--- src/rtl/adc_align_pkg.sv ---
// adc_align_pkg: shared types and constants for the ADC frame aligner.
//   state_t        alignment FSM states
//   FRAME_PAT_DEF  default frame word when the lanes are aligned (MSB first)
//   SLIP_W/MISS_W  default counter widths for slip_cnt and miss_cnt
//   cnt_w()        width helper used by the parameterized modules
package adc_align_pkg;

    typedef enum logic [2:0] {
        S_IDLE,
        S_SETTLE,
        S_CHECK,
        S_SLIP,
        S_LOCKED,
        S_FAIL
    } state_t;

    localparam int          NBITS_DEF     = 12;
    localparam int          LOSS_THR_DEF  = 3;
    localparam logic [11:0] FRAME_PAT_DEF = 12'hFC0;

    // Width able to hold 0..n-1; never less than one bit.
    function automatic int cnt_w(input int n);
        return (n < 2) ? 1 : $clog2(n);
    endfunction

    localparam int SLIP_W = cnt_w(NBITS_DEF);
    localparam int MISS_W = cnt_w(LOSS_THR_DEF + 1);

endpackage

--- src/rtl/adc_frame_match.sv ---
// adc_frame_match: frame word comparator plus consecutive-miss counter.
//   i_clk, i_rst  clock, synchronous active-high reset
//   i_en          count misses (high while the aligner is locked)
//   i_clr         clear the miss counter (restart request)
//   i_frame       deserialized frame-clock word
//   o_match       i_frame equals FRAME_PAT this cycle
//   o_loss        this cycle's mismatch is the LOSS_THR-th in a row
module adc_frame_match
    import adc_align_pkg::*;
#(
    parameter int               NBITS     = NBITS_DEF,
    parameter logic [NBITS-1:0] FRAME_PAT = NBITS'(FRAME_PAT_DEF),
    parameter int               LOSS_THR  = LOSS_THR_DEF
) (
    input  logic             i_clk,
    input  logic             i_rst,
    input  logic             i_en,
    input  logic             i_clr,
    input  logic [NBITS-1:0] i_frame,
    output logic             o_match,
    output logic             o_loss
);

    localparam int MW = cnt_w(LOSS_THR + 1);

    logic [MW-1:0] r_miss;
    logic          w_match;

    assign w_match = (i_frame == FRAME_PAT);
    assign o_match = w_match;
    // Loss is flagged combinationally on the threshold miss so the FSM
    // leaves LOCKED on that same edge.
    assign o_loss  = i_en && !w_match && (r_miss == MW'(LOSS_THR - 1));

    always_ff @(posedge i_clk) begin
        if (i_rst || i_clr || !i_en || w_match) begin
            r_miss <= '0;
        end else if (r_miss != MW'(LOSS_THR)) begin
            r_miss <= r_miss + 1'b1;
        end
    end

endmodule

--- src/rtl/adc_frame_align.sv ---
// adc_frame_align: bitslip-based frame alignment for one octal ADC.
//   i_clk         deserialized word clock
//   i_rst         synchronous reset, active-high (priority over i_start)
//   i_start       single-cycle (re)start of alignment
//   i_frame_in    deserialized frame-clock word
//   i_data_in     NCH lanes of NBITS, lane i at [i*NBITS +: NBITS]
//   o_bitslip     one-cycle pulse to every ISERDES of this ADC
//   o_aligned     high while locked
//   o_align_err   high after NBITS-1 slips without finding the pattern
//   o_data_out    registered samples, held when not locked
//   o_data_valid  o_data_out valid this cycle
// Optional (ADC_ALIGN_STATS_EN): o_slip_total, o_lock_loss saturating
// 8-bit event counters, cleared only by reset.
module adc_frame_align
    import adc_align_pkg::*;
#(
    parameter int               NCH        = 8,
    parameter int               NBITS      = NBITS_DEF,
    parameter logic [NBITS-1:0] FRAME_PAT  = NBITS'(FRAME_PAT_DEF),
    parameter int               SETTLE_CYC = 4,
    parameter int               LOSS_THR   = LOSS_THR_DEF
) (
    input  logic                 i_clk,
    input  logic                 i_rst,
    input  logic                 i_start,
    input  logic [NBITS-1:0]     i_frame_in,
    input  logic [NCH*NBITS-1:0] i_data_in,
    output logic                 o_bitslip,
    output logic                 o_aligned,
    output logic                 o_align_err,
    output logic [NCH*NBITS-1:0] o_data_out,
    output logic                 o_data_valid
`ifdef ADC_ALIGN_STATS_EN
   ,output logic [7:0]           o_slip_total,
    output logic [7:0]           o_lock_loss
`endif
);

    localparam int SLIP_CW = cnt_w(NBITS);
    localparam int SET_W   = cnt_w(SETTLE_CYC);

    state_t               r_state, w_state_nxt;
    logic [SLIP_CW-1:0]   r_slip_cnt;
    logic [SET_W-1:0]     r_settle_cnt;
    logic                 r_bitslip, r_aligned, r_align_err, r_data_valid;
    logic [NCH*NBITS-1:0] r_data_out;
    logic                 w_match, w_loss;

    adc_frame_match #(
        .NBITS    (NBITS),
        .FRAME_PAT(FRAME_PAT),
        .LOSS_THR (LOSS_THR)
    ) u_match (
        .i_clk  (i_clk),
        .i_rst  (i_rst),
        .i_en   (r_state == S_LOCKED),
        .i_clr  (i_start),
        .i_frame(i_frame_in),
        .o_match(w_match),
        .o_loss (w_loss)
    );

    always_comb begin
        w_state_nxt = r_state;
        case (r_state)
            S_IDLE:   if (i_start) w_state_nxt = S_SETTLE;
            S_SETTLE: if (r_settle_cnt == '0) w_state_nxt = S_CHECK;
            S_CHECK: begin
                if (w_match)                                w_state_nxt = S_LOCKED;
                else if (r_slip_cnt == SLIP_CW'(NBITS - 1)) w_state_nxt = S_FAIL;
                else                                        w_state_nxt = S_SLIP;
            end
            S_SLIP:   w_state_nxt = S_SETTLE;
            S_LOCKED: if (w_loss) w_state_nxt = S_SETTLE;
            S_FAIL:   w_state_nxt = S_FAIL;
            default:  w_state_nxt = S_IDLE;
        endcase
        // A restart from any state wins over the per-state decision.
        if (i_start) w_state_nxt = S_SETTLE;
    end

    always_ff @(posedge i_clk) begin
        if (i_rst) begin
            r_state      <= S_IDLE;
            r_slip_cnt   <= '0;
            r_settle_cnt <= '0;
            r_bitslip    <= 1'b0;
            r_aligned    <= 1'b0;
            r_align_err  <= 1'b0;
            r_data_valid <= 1'b0;
            r_data_out   <= '0;
        end else begin
            r_state <= w_state_nxt;

            // Reload on every fresh entry into SETTLE, including a restart
            // requested while already settling.
            if (w_state_nxt == S_SETTLE && (r_state != S_SETTLE || i_start))
                r_settle_cnt <= SET_W'(SETTLE_CYC - 1);
            else if (r_state == S_SETTLE && r_settle_cnt != '0)
                r_settle_cnt <= r_settle_cnt - 1'b1;

            // Every path into a new alignment attempt passes through one of
            // these states, so clearing here restarts the slip count.
            if (i_start || r_state == S_IDLE || r_state == S_LOCKED || r_state == S_FAIL)
                r_slip_cnt <= '0;
            else if (r_state == S_SLIP)
                r_slip_cnt <= r_slip_cnt + 1'b1;

            // Outputs are registered from the next state so they line up
            // exactly with the state they describe.
            r_bitslip    <= (w_state_nxt == S_SLIP);
            r_aligned    <= (w_state_nxt == S_LOCKED);
            r_align_err  <= (w_state_nxt == S_FAIL);
            r_data_valid <= (w_state_nxt == S_LOCKED);

            // Loading on the CHECK->LOCKED edge too means the first valid
            // cycle already carries fresh samples.
            if (r_state == S_LOCKED || w_state_nxt == S_LOCKED)
                r_data_out <= i_data_in;
        end
    end

    assign o_bitslip    = r_bitslip;
    assign o_aligned    = r_aligned;
    assign o_align_err  = r_align_err;
    assign o_data_out   = r_data_out;
    assign o_data_valid = r_data_valid;

`ifdef ADC_ALIGN_STATS_EN
    logic [7:0] r_slip_total, r_lock_loss;

    always_ff @(posedge i_clk) begin
        if (i_rst) begin
            r_slip_total <= '0;
            r_lock_loss  <= '0;
        end else begin
            if (w_state_nxt == S_SLIP && r_slip_total != 8'hFF)
                r_slip_total <= r_slip_total + 1'b1;
            // A restart in the same cycle is the cause of leaving LOCKED.
            if (r_state == S_LOCKED && w_loss && !i_start && r_lock_loss != 8'hFF)
                r_lock_loss <= r_lock_loss + 1'b1;
        end
    end

    assign o_slip_total = r_slip_total;
    assign o_lock_loss  = r_lock_loss;
`endif

endmodule

--- config.mk ---
export PLATFORM = sky130hd
export DESIGN_NAME = adc_frame_align
export DESIGN_NICKNAME = d
export VERILOG_FILES = /design/src/rtl/adc_align_pkg.sv /design/src/rtl/adc_frame_match.sv /design/src/rtl/adc_frame_align.sv
export SDC_FILE = /design/constraint.sdc
export NUM_CORES = 1
export LEC_CHECK = 0
export CELL_PAD_IN_SITES_DETAIL_PLACEMENT = 1
export CELL_PAD_IN_SITES_GLOBAL_PLACEMENT = 1
export CORE_AREA = 2 2 86 129
export DETAILED_ROUTE_END_ITERATION = 16
export DIE_AREA = 0 0 88 131
export DONT_BUFFER_PORTS = 1
export PLACE_DENSITY = 0.79
export SKIP_CTS_REPAIR_TIMING = 1
export SYNTH_ARGS = -nofsm -noshare
export SYNTH_HDL_FRONTEND = slang
export SYNTH_SLANG_ARGS = --single-unit
--- constraint.sdc ---
create_clock -name i_clk -period 3.2 [get_ports i_clk]
set_clock_uncertainty 0.1 [all_clocks]
set_input_delay 0.48 -clock i_clk [delete_from_list [all_inputs] [get_ports i_clk]]
set_output_delay 0.48 -clock i_clk [all_outputs]
set_load 0.02 [all_outputs]
; Yosys cells after proc, flatten, opt, wreduce, memory -nomap -nowiden
; Index checks and enable logic that the tools add are counted.
[totals]
ff_bits = 110
in_bits = 111
out_inout_bits = 100
wordCells = 52
[classes]
addsub = 3
eq_ne = 14
n_mux = 8
reduce_logical = 19
[ops]
columns = op, count
row1 = one-hot mux 3 bit (6 select lines), 1
row2 = 2-to-1 mux 3 bit, 5
row3 = equality test 12 bit (second input constant), 1
row4 = equality test 3 bit (second input constant), 4
row5 = equality test 3 x 2 -> 1 bit (second input constant), 3
row6 = logical OR 1 bit, 8
row7 = equality test 3 x 1 -> 1 bit (second input constant), 2
row8 = adder 4 x 1 -> 4 bit (second input constant), 1
row9 = equality test 4 bit (second input constant), 1
row10 = logical AND 1 bit, 4
row11 = 2-to-1 mux 2 bit, 2
row12 = nonzero test 2 bit, 2
row13 = zero test 3 bit, 1
row14 = inequality test 3 x 1 -> 1 bit (second input constant), 1
row15 = adder 2 x 1 -> 2 bit (second input constant), 1
row16 = equality test 2 bit (second input constant), 1
row17 = zero test 1 bit, 2
row18 = zero test 2 bit, 1
row19 = inequality test 2 bit (second input constant), 1
row20 = OR reduction 2 bit, 1
row21 = subtractor 2 x 1 -> 2 bit (second input constant), 1

; Longest topological paths before layout
[depth]
depth_word = 10
ltp_mapped = 8
ltp_nobuf = 6

; Cells and area by module
; From an unflattened synthesis, not the netlist that was laid out.
[hier_totals]
hier_cells = 506
hier_area_um2 = 5087.4
[modules_own_cells]
columns = module, n_inst, cells_each, area_per_inst_um2, seq_area_each_um2
row1 = adc_frame_align, 1, 488, 4906.0, 2162.1
row2 = adc_frame_match, 1, 18, 181.4, 40.0

; Worst setup path before layout
; No wires, ideal clock.
[synth_path]
path_type = input -> register
start = input port i_frame_in[1]
end = register r_data_out[10], in the netlist o_data_out[10]
setup_ns = 0.120
arrival_time_ns = 2.278
required_time_ns = 2.980
path_slack_ns = 0.703
stages = 8
path_buffers = 4
path_cell_list = or4_1 -> or3_1 -> clkbuf_1 -> o32a_1 -> buf_2 -> buf_6 -> buf_6 -> mux2i_1
[synth_via]
elab_chain_cells = 9
word_cells_on_any_way = 10
cone_classes = eq/ne (2) / mux (4) / reduce/logical (4)
[synth_rtl]
columns = element, line
row1 = "start, declared", adc_frame_align.sv:26  ; input logic [NBITS-1:0] i_frame_in,
row2 = equality test 12 bit (*), adc_frame_match.sv:29  ; assign w_match = (i_frame == FRAME_PAT);
row3 = zero test 1 bit, adc_frame_match.sv:33  ; assign o_loss = i_en && !w_match && (r_miss == MW'(LOSS_THR - 1));
row4 = logical AND 1 bit (2 in a row), adc_frame_match.sv:33
row5 = 2-to-1 mux 3 bit, adc_frame_align.sv:74  ; S_LOCKED: if (w_loss) w_state_nxt = S_SETTLE;
row6 = one-hot mux 3 bit (6 select lines) (*), adc_frame_align.sv:65  ; case (r_state)
row7 = 2-to-1 mux 3 bit (*), adc_frame_align.sv:79  ; if (i_start) w_state_nxt = S_SETTLE;
row8 = equality test 3 bit (*), adc_frame_align.sv:118  ; if (r_state == S_LOCKED || w_state_nxt == S_LOCKED)
row9 = logical OR 1 bit (*), adc_frame_align.sv:118
row10 = "end signal, assigned", adc_frame_align.sv:119  ; r_data_out <= i_data_in;
row11 = "end, declared", adc_frame_align.sv:46  ; logic [NCH*NBITS-1:0] r_data_out;
; Mark *: on every way between the ends. The rest lies on a longest branch, timed or not.
; A chain may end at the register's enable or synchronous reset.

; Worst setup path after layout
[layout_path]
start = register r_state[1]
end = register r_data_out[8], in the netlist o_data_out[8]
[layout_via]
elab_chain_cells = 8
word_cells_on_any_way = 14
cone_classes = eq/ne (6) / mux (4) / reduce/logical (4)
[layout_rtl]
columns = element, line
row1 = "start, declared", adc_frame_align.sv:42  ; state_t r_state, w_state_nxt;
row2 = "start signal, assigned", adc_frame_align.sv:93  ; r_state <= w_state_nxt;
row3 = equality test 3 bit, "adc_frame_align.sv:56, adc_frame_align.sv:65, adc_frame_align.sv:118"
row4 = logical AND 1 bit (2 in a row), adc_frame_match.sv:33
row5 = 2-to-1 mux 3 bit, adc_frame_align.sv:74
row6 = one-hot mux 3 bit (6 select lines), adc_frame_align.sv:65
row7 = 2-to-1 mux 3 bit, adc_frame_align.sv:79
row8 = equality test 3 bit, adc_frame_align.sv:118
row9 = logical OR 1 bit (*), adc_frame_align.sv:118
; Marked as above.

==> impl_results.md <==
* Status: completed
* DP Wirelength at 8030 µm
* PD cells at 541 mW/mm²
* CP max stage cell: dfxtp_1
* Global-route usage over all layers at 17.8%
* Static Leakage at 2.45 nW
* Top post-synthesis cells by area: dfxtp_1 (48%), mux2i_1 (21%), nand2_1 (16%), clkbuf_1 (2.2%), buf_6 (1.2%)
* Slew HR at 57.8%
* Detailed Route Iter0 Violations at 100
* Avg WL per Cell at 17.0 µm
* Setup TNS at 0 ps
* Post-synthesis compound-gate area fraction at 3.18%
* Post-synthesis xor/xnor area fraction at 0.576%
* Min Tclk post-route at 2510 ps
* Die Span Y at 131 µm
* I/O pins at 211
* Commonest non-fill, non-tap cells in the layout: nand2_1 (199), dfxtp_1 (110), mux2i_1 (98)
* Synth cell types at 40
* Clk slew on worst S/H paths at 70 ps
* Area Overhead vs Synth at 8.33%
* Vias at 3306
* N_diodes at 0
* Clk buf depth at 2
* Crit path kind: reg -> reg
* Placed cell areas at 0.00463 mm²
* Design area at 0.00495 mm²
* Routability congestion estimate at 0.798
* Largest family of logic cells by synthesized area: multiplexers
* Initial antenna violation count at 0
* Cell count after synthesis at 510
* Layout Nets at 600
* Worst Path Required at 3330 ps
* Largest net degree at the start of global routing at 146
* Final period util at 78.5%
* Via density at 5.21
* Core Box Area at 0.0104 mm²
* Hold Crit Class: in -> reg
* Core Util, Final at 47.5%
* CTS tree: done
* Max FO, Critical Path at 29
* Final setup vio count at 0
* Post-Syn Area per Cell at 8.95 µm²
* Sequential fraction of the synthesis area at 48.2%
* CP peak stage delay at 670 ps
* Synth Area in Simple Gates at 20.7%
* Drt pass-1 iters at 4
* Non-filler cells, final at 634
* Commonest non-fill, non-tap cell in the layout: nand2_1
* Cell taking the most area after synthesis: dfxtp_1
* Vias in the first global route at 3245
* Layout cell share with drive strength beyond 1 at 5.10%
* CTS root buf: clkbuf_16
* Crit-path cells: or3b_2, o32a_2, buf_12, mux2i_1
* Least-Margin Pin Slew at 633 ps
* Mapped Area at 0.00457 mm²
* Reg2reg start: r_state[1]$_SDFF_PP0_
* Adder-cell area share of the yosys netlist at 1.10%
* Initial Utilization at 43.8%
* Synth warn at 0
* Final number of hold-violating endpoints at 0
* DRC viols at 0
* Startpoint Class: flip-flop
* DP Cell Count at 618
* Yosys top cell area share at 48.2%
* Detail Route Antenna Nets at 0
* CP endpoint kind: flip-flop
* H-tree Lvls at 3
* Post-synth net total at 625
* Setup crit start: r_state[1]$_SDFF_PP0_
* Cell Rows at 46
* Synth Register Bits at 110
* Gr ovfl total at 0
* WL final at 10800 µm
* Hold Crit Start: i_rst
* Cts bufs inserted at 9
* Clk sink count at 110
* Die Area at 0.0115 mm²
* MaxCap Viol Count at 0
* Later-pin clock latency in the skew report at 350 ps
* First-pass GRT wire length at 15600 µm
* Crit path DAT at 2640 ps
* Max Freq at 398 MHz
* Fin. max-slew vios at 0
* Post-synthesis mux area share at 21.5%
* IO buf count at 0
* Die X at 88 µm
* Fillers at 1203
* RSZ-0062 raised after global routing: false
* Hold WS at 95.8 ps
* Maximum vdd drop at 0.000237 V
[power by group]
group          switching (mW)  internal [mW]  leakage (nW)
sequential             0.0106           1.38         0.887
clock                   0.484          0.685         0.152
combinational          0.0745         0.0429          1.41
[state kept, by name, indices dropped and copies added (netlist names)]
signal	flops
o_bitslip	1
r_state	3
r_settle_cnt	2
u_match.r_miss	2
o_data_valid	1
o_align_err	1
o_data_out	96
r_slip_cnt	4
[per-stage QoR]
step	power, mW	worst slack (ps)
floorplan	1.52	703
global placement	1.53	522
detailed placement	1.54	449
CTS	2.71	677
global route	2.79	584
finish	2.67	688
[synth_stat cells, drive strengths merged]
cell,count
or4,1
o32ai,1
nand4bb,1
xor2,2
buf,13
a211oi,1
nor3b,2
o31ai,1
a2111oi,1
a221oi,1
nor4b,1
nand2,199
nor2b,2
o32a,1
a31o,1
nand3b,3
ha,4
a32oi,3
nor2,8
a221o,1
a21oi,5
inv,5
a22oi,1
or2,1
or3b,2
o211ai,1
nand2b,2
nand3,1
xnor2,1
clkbuf,27
mux2i,98
nor3,2
o22a,1
nand4,3
or3,1
dfxtp,110
nor4,2
[logic make-up after synthesis]
family,Yosys count
AOI/OAI and AO/OA,19
DFF,110
adders and majority gates,4
buffers and inverters,45
muxes,98
and+or+nand+nor,231
xor gates and xnor gates,3
[metal layers]
metal  routed length [µm]  global-route usage, %  vias to the layer above
li1                     -                      -                     1624
met1                 3690                   16.9                     1547
met2                 5930                   32.2                      113
met3                  863                   7.29                       22
met4                  323                   9.14                        0
met5                    0                      0                        -
[path summary, 6_finish.rpt]
path | end | slack, ps | cells after the start
min | r_state[2]$_SDFF_PP0_ | 100 | 1
min reg2reg | r_slip_cnt[1]$_SDFFE_PP0P_ | 410 | 2
max | o_data_out[8]$_SDFFE_PP0P_ | 690 | 4
max reg2reg | o_data_out[8]$_SDFFE_PP0P_ | 690 | 4
[cell type report]
| cell class | instances | area [µm²] | area share, % |
|---|---|---|---|
| well taps | 144 | 180 | 3.64 |
| clock inverters | 6 | 86.3 | 1.75 |
| flip-flops and latches | 110 | 2200 | 44.5 |
| inverters | 5 | 21.3 | 0.430 |
| repair buffers | 4 | 80.1 | 1.62 |
| multi-input cells | 355 | 2150 | 43.4 |
| clock buffers | 10 | 229 | 4.63 |
[critical path, delay by kind of cell (launching register included)]
kind	cells	cell delay (ps)
muxes	1	140
buffers and inverters	1	280
AOI/OAI and AO/OA	1	630
and+or+nand+nor	1	550
DFF	1	670
(Power assumes the default switching activity.)
